File: config.mk
export PLATFORM = sky130hd
export DESIGN_NAME = mux_tdm_flat
export DESIGN_NICKNAME = d
export VERILOG_FILES = /design/src/rtl/mux_tdm_if.sv /design/src/rtl/mux_tdm.sv /design/src/flat_wrapper.sv
export SDC_FILE = /design/constraint.sdc
export NUM_CORES = 1
export LEC_CHECK = 0
export CAP_MARGIN = 20
export CORE_MARGIN = 3
export CORE_UTILIZATION = 37
export DETAILED_ROUTE_END_ITERATION = 10
export PLACE_DENSITY_LB_ADDON = 0.05
export SYNTH_ARGS = -nofsm -noshare
export SYNTH_HDL_FRONTEND = slang
export SYNTH_SLANG_ARGS = --single-unit
File: constraint.sdc
create_clock -name clk -period 2.15 [get_ports clk]
set_clock_uncertainty 0.2 [all_clocks]
set_input_delay 0.43 -clock clk [delete_from_list [all_inputs] [get_ports clk]]
set_output_delay 0.43 -clock clk [all_outputs]
set_load 0.02 [all_outputs]
File: src/rtl/mux_tdm_if.sv
// Bus bundle for mux_tdm: control/data inputs and the registered sample outputs.
// The master drives the channel words and controls; the slave returns the selected sample.
interface mux_tdm_if #(
   parameter int WIDTH = 8,
   parameter int NCH   = 4,
   parameter int SEL_W = 2
);
   logic                   en;
   logic                   mode;
   logic [SEL_W-1:0]       sel_in;
   logic [NCH*WIDTH-1:0]   din;
   logic [WIDTH-1:0]       dout;
   logic [SEL_W-1:0]       sel_out;
   logic                   valid;
   logic                   wrap;
   logic                   err;

   modport master (
      output en, mode, sel_in, din,
      input  dout, sel_out, valid, wrap, err
   );

   modport slave (
      input  en, mode, sel_in, din,
      output dout, sel_out, valid, wrap, err
   );
endinterface

File: src/rtl/mux_tdm.sv
// Registered NCH:1 word multiplexer with manual select and round-robin scan modes.
// Optional break-before-make blanking on channel change when MUX_BLANK_EN is defined.
module mux_tdm #(
   parameter int WIDTH = 8,
   parameter int NCH   = 4,
   parameter int SEL_W = 2,
   parameter int DWELL = 4
) (
   input logic     clk,
   input logic     rst,
   mux_tdm_if.slave bus
);
   localparam int                 CNT_W    = (DWELL > 1) ? $clog2(DWELL) : 1;
   localparam logic [SEL_W:0]     NCH_W    = (SEL_W+1)'(NCH);
   localparam logic [SEL_W-1:0]   LAST_CH  = SEL_W'(NCH - 1);
   localparam logic [CNT_W-1:0]   CNT_LAST = CNT_W'(DWELL - 1);

   logic [SEL_W-1:0] ch_q, ch_d;
   logic [CNT_W-1:0] cnt_q, cnt_d;
   logic [WIDTH-1:0] dout_q, dout_d;
   logic [SEL_W-1:0] sel_out_q, sel_out_d;
   logic             valid_q, valid_d;
   logic             wrap_q, wrap_d;
   logic             err_q, err_d;
   logic [SEL_W-1:0] src_s;

   function automatic logic [WIDTH-1:0] pick_word(input logic [NCH*WIDTH-1:0] d,
                                                  input logic [SEL_W-1:0]     idx);
      logic [WIDTH-1:0] w;
      w = {WIDTH{1'b0}};
      for (int k = 0; k < NCH; k++) begin
         if (idx == SEL_W'(k)) begin
            w = d[k*WIDTH +: WIDTH];
         end else begin
            w = w;
         end
      end
      return w;
   endfunction

   // Next-state and next-output selection for both modes.
   always_comb begin
      ch_d      = ch_q;
      cnt_d     = cnt_q;
      dout_d    = dout_q;
      sel_out_d = sel_out_q;
      valid_d   = 1'b0;
      wrap_d    = 1'b0;
      err_d     = 1'b0;
      src_s     = ch_q;
      if (bus.en) begin
         if (!bus.mode) begin
            cnt_d = {CNT_W{1'b0}};
            if ({1'b0, bus.sel_in} < NCH_W) begin
               ch_d  = bus.sel_in;
               src_s = bus.sel_in;
            end else begin
               err_d = 1'b1;
               src_s = ch_q;
            end
         end else begin
            src_s = ch_q;
            if (cnt_q == CNT_LAST) begin
               cnt_d  = {CNT_W{1'b0}};
               ch_d   = (ch_q == LAST_CH) ? {SEL_W{1'b0}} : ch_q + SEL_W'(1);
               wrap_d = (ch_q == LAST_CH);
            end else begin
               cnt_d = cnt_q + CNT_W'(1);
            end
         end
         sel_out_d = src_s;
`ifdef MUX_BLANK_EN
         // A sample from a channel other than the last one shown is blanked once.
         if (src_s != sel_out_q) begin
            dout_d  = {WIDTH{1'b0}};
            valid_d = 1'b0;
         end else begin
            dout_d  = pick_word(bus.din, src_s);
            valid_d = 1'b1;
         end
`else
         dout_d  = pick_word(bus.din, src_s);
         valid_d = 1'b1;
`endif
      end else begin
         valid_d = 1'b0;
      end
   end

   // State and output registers with synchronous reset.
   always_ff @(posedge clk) begin
      if (rst) begin
         ch_q      <= {SEL_W{1'b0}};
         cnt_q     <= {CNT_W{1'b0}};
         dout_q    <= {WIDTH{1'b0}};
         sel_out_q <= {SEL_W{1'b0}};
         valid_q   <= 1'b0;
         wrap_q    <= 1'b0;
         err_q     <= 1'b0;
      end else begin
         ch_q      <= ch_d;
         cnt_q     <= cnt_d;
         dout_q    <= dout_d;
         sel_out_q <= sel_out_d;
         valid_q   <= valid_d;
         wrap_q    <= wrap_d;
         err_q     <= err_d;
      end
   end

   assign bus.dout    = dout_q;
   assign bus.sel_out = sel_out_q;
   assign bus.valid   = valid_q;
   assign bus.wrap    = wrap_q;
   assign bus.err     = err_q;
endmodule

File: src/flat_wrapper.sv
// flat-port wrapper written by rule: the top's interface ports become plain ports
module mux_tdm_flat 
#(
   parameter int WIDTH = 8,
   parameter int NCH   = 4,
   parameter int SEL_W = 2,
   parameter int DWELL = 4
)
  (clk, rst, bus_en, bus_mode, bus_sel_in, bus_din, bus_dout, bus_sel_out, bus_valid, bus_wrap, bus_err);
  mux_tdm_if #(.WIDTH(WIDTH), .NCH(NCH), .SEL_W(SEL_W)) bus_i ();
  input logic clk;
  input logic rst;
  input wire logic [$bits(bus_i.en)-1:0] bus_en;
  input wire logic [$bits(bus_i.mode)-1:0] bus_mode;
  input wire logic [$bits(bus_i.sel_in)-1:0] bus_sel_in;
  input wire logic [$bits(bus_i.din)-1:0] bus_din;
  output wire logic [$bits(bus_i.dout)-1:0] bus_dout;
  output wire logic [$bits(bus_i.sel_out)-1:0] bus_sel_out;
  output wire logic [$bits(bus_i.valid)-1:0] bus_valid;
  output wire logic [$bits(bus_i.wrap)-1:0] bus_wrap;
  output wire logic [$bits(bus_i.err)-1:0] bus_err;
  assign bus_i.en = bus_en;
  assign bus_i.mode = bus_mode;
  assign bus_i.sel_in = bus_sel_in;
  assign bus_i.din = bus_din;
  assign bus_dout = bus_i.dout;
  assign bus_sel_out = bus_i.sel_out;
  assign bus_valid = bus_i.valid;
  assign bus_wrap = bus_i.wrap;
  assign bus_err = bus_i.err;
  mux_tdm #(.WIDTH(WIDTH), .NCH(NCH), .SEL_W(SEL_W), .DWELL(DWELL)) u_core (.clk(clk), .rst(rst), .bus(bus_i));
endmodule
Word-level counts from Yosys, hierarchy flattened. Index checks and enable logic that the tools add are counted.

Add/subtract/negate cells: 2. Eq/ne operators: 6. Mux-type cells: 12. Bitwise logic cells: 3. Reductions and logical operators: 3.

Operators with widths (count): $mux 8 (4); $mux 2 (7); $eq 2x2->1 const B (4); $add 2x1->2 const B (2); $reduce_or 4->1 (1); $not 1->1 (3); $eq 2x1->1 const B (1); $logic_not 2->1 (1); $ne 2x1->1 const B (1); $reduce_and 2->1 (1); $mux 1 (1).

Register bits: 16. Logic and storage cells: 32.

Depth between registers and ports, before layout. Gate-level depths: netlist (run 1).

Depth after elaboration: 7. Depth in mapped cells: 6. Gate-level depth less buffers: 5.

Worst setup path before layout (run 1). OpenSTA, ideal clock, no wires.

Kind: input -> register. From: in bus_mode. To: reg u_core.dout_q[5] (netlist: u_core.bus.dout[5]). Setup time: 0.122 ns. Arrival: 1.617 ns. Data required time: 1.828 ns. Slack: 0.211 ns. Cell stages on the path: 4. Cells stage by stage: buf_6 -> mux2i_4 -> mux2_2 -> a311o_1.

Word-level cells in the longest chain between the ends: 7.

Ends and longest elaborated chain: start, declared (RTL line flat_wrapper.sv:14) `input wire logic [$bits(bus_i.mode)-1:0] bus_mode;`; $mux 2 * (RTL line mux_tdm.sv:52) `if (!bus.mode) begin`; $mux 2 * (RTL line mux_tdm.sv:51) `if (bus.en) begin`; $logic_not 2->1 (RTL line mux_tdm.sv:32) `if (idx == SEL_W'(k)) begin`; $mux 8 (3 in a row) (RTL line mux_tdm.sv:32); $mux 8 * (RTL line mux_tdm.sv:32); end signal, assigned (RTL line mux_tdm.sv:95) `dout_q <= {WIDTH{1'b0}};`; end signal, assigned (RTL line mux_tdm.sv:103) `dout_q <= dout_d;`; end, declared (RTL line mux_tdm.sv:20) `logic [WIDTH-1:0] dout_q, dout_d;`.

Mark *: on every way between the ends. The rest lies on a longest branch, timed or not. The select of a mux whose other input is x is not followed. A chain may end at the register's enable or synchronous reset.

Worst setup path after layout (run 1).
From: in bus_mode. To: reg u_core.dout_q[1] (netlist: u_core.bus.dout[1]).

Same word-level chain as after synthesis.

==> results.md, run 1 <==
* Status: finished clean
* Final setup vio count at 0
* Share of layout cells above drive strength 1 at 0.132
* Post-CTS Resized at 0
* RSZ-0062 raised after global routing: no
* Pre-Repair DR Iteration Count at 4
* Final non-filler cell total at about 180
* Relative slew slack at 0.641
* Setup TNS at 0 ns
* Clk slew on worst S/H paths at about 0.1 ns
* CP required at between 2 and 2.5 ns
* Final setup margin at 0.0675 ns
* Synth-to-Final Area Change at 72.6%
* Hold WC Path Type: register to register
* Clk sink count at 16
* Drt total wl at between 2000 and 3000 um
* Critical path type: input port to register
* Pleak at between 0.6 and 0.7 nW
* VDD IR-drop max at roughly 0.00042 V
* FMAX at ~480 MHz
* Simple-Gate Fraction of Synth Area at 0.141
* Synth Area per Inst at 9.44 um^2
* Inst Count DP at approximately 180
* Syn Inst Count at 92
* Worst setup EP type: register
* Clk_lat worst skew at between 0.2 and 0.3 ns
* Max-slew violation count at 0
* Root buf cell: clkbuf_4
* IO Count at just over 50
* CTS tree: yes
* Port bufs at 49
* Fill count at 166
* HPWL after DPL at approximately 2000 um
* Die height at around 54 um
* Sequential fraction of the synthesis area at 0.369
* Post-Synth XOR/XNOR Area at 0
* # DRC at 0
* Mapped cell area at around 870 um^2
* Largest family of logic cells by synthesized area: compound AO/OA/AOI/OAI gates
* Initial Util at 0.417
* Initial antenna violation count at 0
* Max-Cap Viols at 0
* Vias in the first global route at 941
* Leading cell type in the layout, fill and taps excluded: clkdlybuf4s50_1
* Worst r2r path cells at 5
* Synth Area in Adders at 0.0288
* Post-CTS Setup Inserts at 0
* Gpl congestion at about 0.77
* First-pass GRT wire length at ~4000 um
* PwrDens at just over 500 mW/mm^2
* Area fraction in compound gates after synthesis at 0.245
* Via count at between 900 and 1000
* Total track usage at 0.190
* #FFs+latches synth at 16
* Final #Nets at around 190
* Most frequent cells in the layout: 49 x clkdlybuf4s50_1, 16 x dfxtp_1, 11 x buf_4
* Final Critical Period at around 2.1 ns
* CTS Buf Count at 3
* Yosys Warn Count at 0
* Row count at 16
* Worst-margin pin slew at between 0.5 and 0.6 ns
* Arrival @ worst endpoint at ~2.1 ns
* Post-synthesis mux area share at 0.157
* Post-DRT Antenna Nets at 0
* H-tree levels at 1
* Average wire per standard cell at between 10 and 15 um
* Final period util at 0.969
* Hold violation count in the final report at 0
* GRT overflow at 0
* Clock Tree Buf Depth at 2
* Hold Buf Count CTS at 0
* CP Launch Type: input port
* Crit Path Max Fanout at 5
* Distinct cell type count after synthesis at 36
* DIE WIDTH at approximately 54 um
* Die area at just under 0.003 mm^2
* DR vias/cell at roughly 5.2
* Largest net degree at the start of global routing at 14
* Pre-CTS setup slack at -0.217 ns
* Detailed Route Iter0 Violations at 17
* ANT cells at 0
* Hold path depth at 2
* Post-synth net total at between 100 and 150
* Core Footprint at roughly 0.0021 mm^2
## worst max-delay path, stage by stage
cell and delay [ns]:
clkdlybuf4s50_1 0.55, mux2i_4 0.32, buf_4 0.22, mux2i_1 0.22, nand2_1 0.08, a32o_1 0.25
## stage by stage
stage	util	hold slack [ns]	cell area, um^2	power (mW)
finish	0.720	0.249	1500	0.778
global route	0.720	0.267	1500	0.808
CTS	0.720	0.252	1500	0.783
detailed placement	0.703	0.238	1460	0.581
global placement	0.703	0.232	1460	0.576
floorplan	-	0.250	868	0.442
## Yosys cell counts (all sizes together)
cell,count,share of area
o22ai,2,0.014
dfxtp,16,0.37
a221oi,1,0.010
a21oi,2,0.012
a211oi,3,0.026
nor3,1,0.0058
nand2b,4,0.029
conb,1,0.0043
nand2,8,0.035
ha,2,0.029
and3,1,0.0072
nor3b,1,0.0086
nor2,5,0.022
o22a,5,0.050
clkbuf,1,0.0043
o21ai,3,0.017
a22oi,1,0.0086
mux2,3,0.039
nand3,2,0.012
mux2i,9,0.12
a311o,1,0.012
o32a,1,0.012
nand3b,1,0.0086
and2,2,0.014
buf,4,0.033
a32o,5,0.058
clkinv,1,0.0043
o221ai,1,0.010
a31oi,1,0.0072
inv,3,0.013
a21o,1,0.0086
## registers in the layout (all words and copies together), names as in the netlist
register	count
u_core.ch_q	2
u_core.cnt_q	2
u_core.bus.wrap	1
u_core.bus.valid	1
u_core.bus.dout	8
u_core.bus.sel_out	2
## cell families after synthesis
| family | count (synthesis) |
|---|---|
| other cells | 1 |
| fa+ha+maj | 2 |
| compound gates | 27 |
| simple gates | 25 |
| mux | 12 |
| buf+inv | 9 |
| flops | 16 |
## metal layers
layer | GRT usage | routed length [um]
met5 | 0 | 0
met4 | 0.0498 | 8
met3 | 0.0708 | 299
met2 | 0.357 | 1310
met1 | 0.195 | 1000
## power by group
group | internal, mW | switching, mW | leakage, nW
combinational | 0.149 | 0.0962 | 0.454
clock | 0.103 | 0.100 | 0.0210
sequential | 0.316 | 0.0128 | 0.132
total | 0.568 | 0.209 | 0.606
## worst paths after layout
path	start	endpoint	slack, ns
worst max register to register	u_core.ch_q[1]	u_core.bus.dout[1]	0.45
worst min register to register	u_core.bus.dout[6]	u_core.bus.dout[6]	0.25
worst max-delay path	bus_mode	u_core.bus.dout[1]	0.07
worst min-delay path	u_core.bus.dout[6]	u_core.bus.dout[6]	0.25
## area by class of cell
| type | instances | area [um^2] | area share |
|---|---|---|---|
| tap | 27 | 33.8 | 0.0225 |
| inverter | 4 | 15.0 | 0.0100 |
| timing repair buffer | 61 | 593 | 0.396 |
| multi-input combinational | 67 | 500 | 0.334 |
| sequential | 16 | 320 | 0.214 |
| clock buffer | 4 | 36.3 | 0.0242 |
Note: power is estimated with default switching activity, not from simulation.
==> inputs of run 2 (changes only) <==
- clock period: 2.15 -> 2.3 ns (I/O delays scaled with it)
==> results.md, run 2 (same netlist as run 1, synthesis figures left out) <==
* Synth-to-Final Area Change at 70.9% (was 72.6%)
* HPWL after DPL at 2000 um (was 2030 um)
* Most frequent cells in the layout: 49 x clkdlybuf4s50_1, 16 x dfxtp_1, 9 x buf_4 (was 49 x clkdlybuf4s50_1, 16 x dfxtp_1, 11 x buf_4)
* Share of layout cells above drive strength 1 at 0.120 (was 0.132)
* Post-CTS Setup Inserts at 0 (unchanged)
* Status: finished clean (unchanged)
* CTS tree: yes (unchanged)
* Die area at 0.00296 mm^2 (unchanged)
* Pre-Repair DR Iteration Count at 2 (was 4)
* Clk_lat worst skew at 0.29 ns (about the same)
* DIE WIDTH at 54.4 um (unchanged)
* Core Footprint at 0.00208 mm^2 (unchanged)
* Max-Cap Viols at 0 (unchanged)
* Total track usage at 0.186 (was 0.190)
* Drt total wl at 2490 um (was 2620 um)
* Flop pwr share at 0.426 (was 0.423)
* Via count at 924 (was 936)
* Largest net degree at the start of global routing at 14 (unchanged)
* Max reg flops at 8 (unchanged)
* Initial antenna violation count at 0 (unchanged)
* Arrival @ worst endpoint at 2.07 ns (about the same)
* Post-CTS Resized at 0 (unchanged)
* Tot Pwr at 0.723 mW (was 0.778 mW)
* Pre-CTS setup slack at -0.0892 ns (was -0.217 ns)
* Initial Util at 0.417 (unchanged)
* Post-DRT Antenna Nets at 0 (unchanged)
* Fill count at 183 (was 166)
* Net Sw Power at 0.194 mW (was 0.209 mW)
* Crit Path Max Fanout at 6 (was 5)
* Pint at 0.530 mW (was 0.568 mW)
* Inst Count DP at 173 (was 175)
* DR vias/cell at 5.22 (was 5.23)
* Final setup vio count at 0 (unchanged)
* Final Critical Period at approximately 2.1 ns
* Hold WC Path Type: register to register (unchanged)
* Die height at 54.4 um (unchanged)
* Pleak at 0.597 nW (was 0.606 nW)
* Average wire per standard cell at 14.1 um (was 14.6 um)
* Max-slew violation count at 0 (unchanged)
* CTS Buf Count at 3 (unchanged)
* Hold Buf Count CTS at 0 (unchanged)
* Port bufs at 49 (unchanged)
* Setup TNS at 0 ns (unchanged)
* Critical path type: input port to register (unchanged)
* # DRC at 0 (unchanged)
* Worst r2r path cells at 4 (was 5)
* Vias in the first global route at 895 (was 941)
* Final #Nets at 191 (was 193)
* Hold violation count in the final report at 0 (unchanged)
* Clk sink count at 16 (unchanged)
* Final period util at 0.903
* Uppermost layer routed: met4 (unchanged)
* Routed length on met3 at 249 um (was 299 um)
* CP required at 2.29 ns (was 2.14 ns)
* Comb power frac at 0.312 (was 0.315)
* Final non-filler cell total at 177 (was 179)
* Final setup margin at 0.223 ns (was 0.0675 ns)
* GRT overflow at 0 (unchanged)
* First-pass GRT wire length at 3970 um (was 3930 um)
* Met1 wire length at 1060 um (was 1000 um)
* Row count at 16 (unchanged)
* R2R Setup Slk at 0.60 ns (was 0.45 ns)
* Gpl congestion at 0.766 (was 0.767)
* Hold path depth at 2 (unchanged)
* Sw Ratio at 0.268 (was 0.269)
* Clock Tree Buf Depth at 2 (unchanged)
* RSZ-0062 raised after global routing: no (unchanged)
* H-tree levels at 1 (unchanged)
* Worst setup EP type: register (unchanged)
* Core Util, Final at 0.713 (was 0.720)
* Clk slew on worst S/H paths at 0.10 ns (about the same)
* Clock share of power at 0.262 (about the same)
* VDD IR-drop max at 0.000528 V (was 0.000417 V)
* CP Launch Type: input port (unchanged)
* ANT cells at 0 (unchanged)
* Routed wl met2 at 1170 um (was 1310 um)
* Root buf cell: clkbuf_4 (unchanged)
* IO Count at 51 (unchanged)
* FMAX at between 400 and 500 MHz
* Detailed Route Iter0 Violations at 16 (was 17)
* Leading cell type in the layout, fill and taps excluded: clkdlybuf4s50_1 (unchanged)
* PwrDens at 487 mW/mm^2 (was 519 mW/mm^2)
run 2: cell count changes in the layout (fill, tap and decap cells not counted), sizes merged:
cell and change:
buf -2
run 2: critical path, cell delays in order:
cell	delay (ns)
clkdlybuf4s50_1	0.54
buf_4	0.15
inv_1	0.06
o32a_1	0.38
o22a_1	0.24
a32o_1	0.24
run 2: worst paths after layout:
kind | from | to
worst min-delay path | u_core.bus.dout[6] | u_core.bus.dout[6]
worst min register to register | u_core.bus.dout[6] | u_core.bus.dout[6]
worst max-delay path | bus_mode | u_core.bus.dout[1]
worst max register to register | u_core.ch_q[0] | u_core.bus.dout[1]
run 2: area by class of cell:
| type | count | area [um^2] | share of cell area |
|---|---|---|---|
| Multi-Input combinational cell | 67 | 500 | 0.337 |
| Timing Repair Buffer | 59 | 578 | 0.390 |
| Inverter | 4 | 15.0 | 0.0101 |
| Tap cell | 27 | 33.8 | 0.0228 |
| Clock buffer | 4 | 36.3 | 0.0245 |
| Sequential cell | 16 | 320 | 0.216 |
run 2: per-stage QoR:
step           area, um^2  hold WS, ns
2_1_floorplan         868        0.250
3_3_place_gp         1450        0.235
3_5_place_dp         1450        0.239
4_1_cts              1480        0.261
5_1_grt              1480        0.275
6_report             1480        0.258
run 2: per-layer routing:
layer  GRT usage  vias up
met5           0        -
met3      0.0654        2
met4      0.0373        0
met1       0.227      418
met2       0.313       38
li1            -      466
run 2: power by group through the flow:
stage	clock network, mW	logic (mW)	registers [mW]
after floorplan	0	0.0812	0.332
after global placement	0	0.223	0.314
after detailed placement	0	0.226	0.314
after CTS	0.193	0.227	0.308
after global routing	0.202	0.244	0.310
final	0.190	0.226	0.308
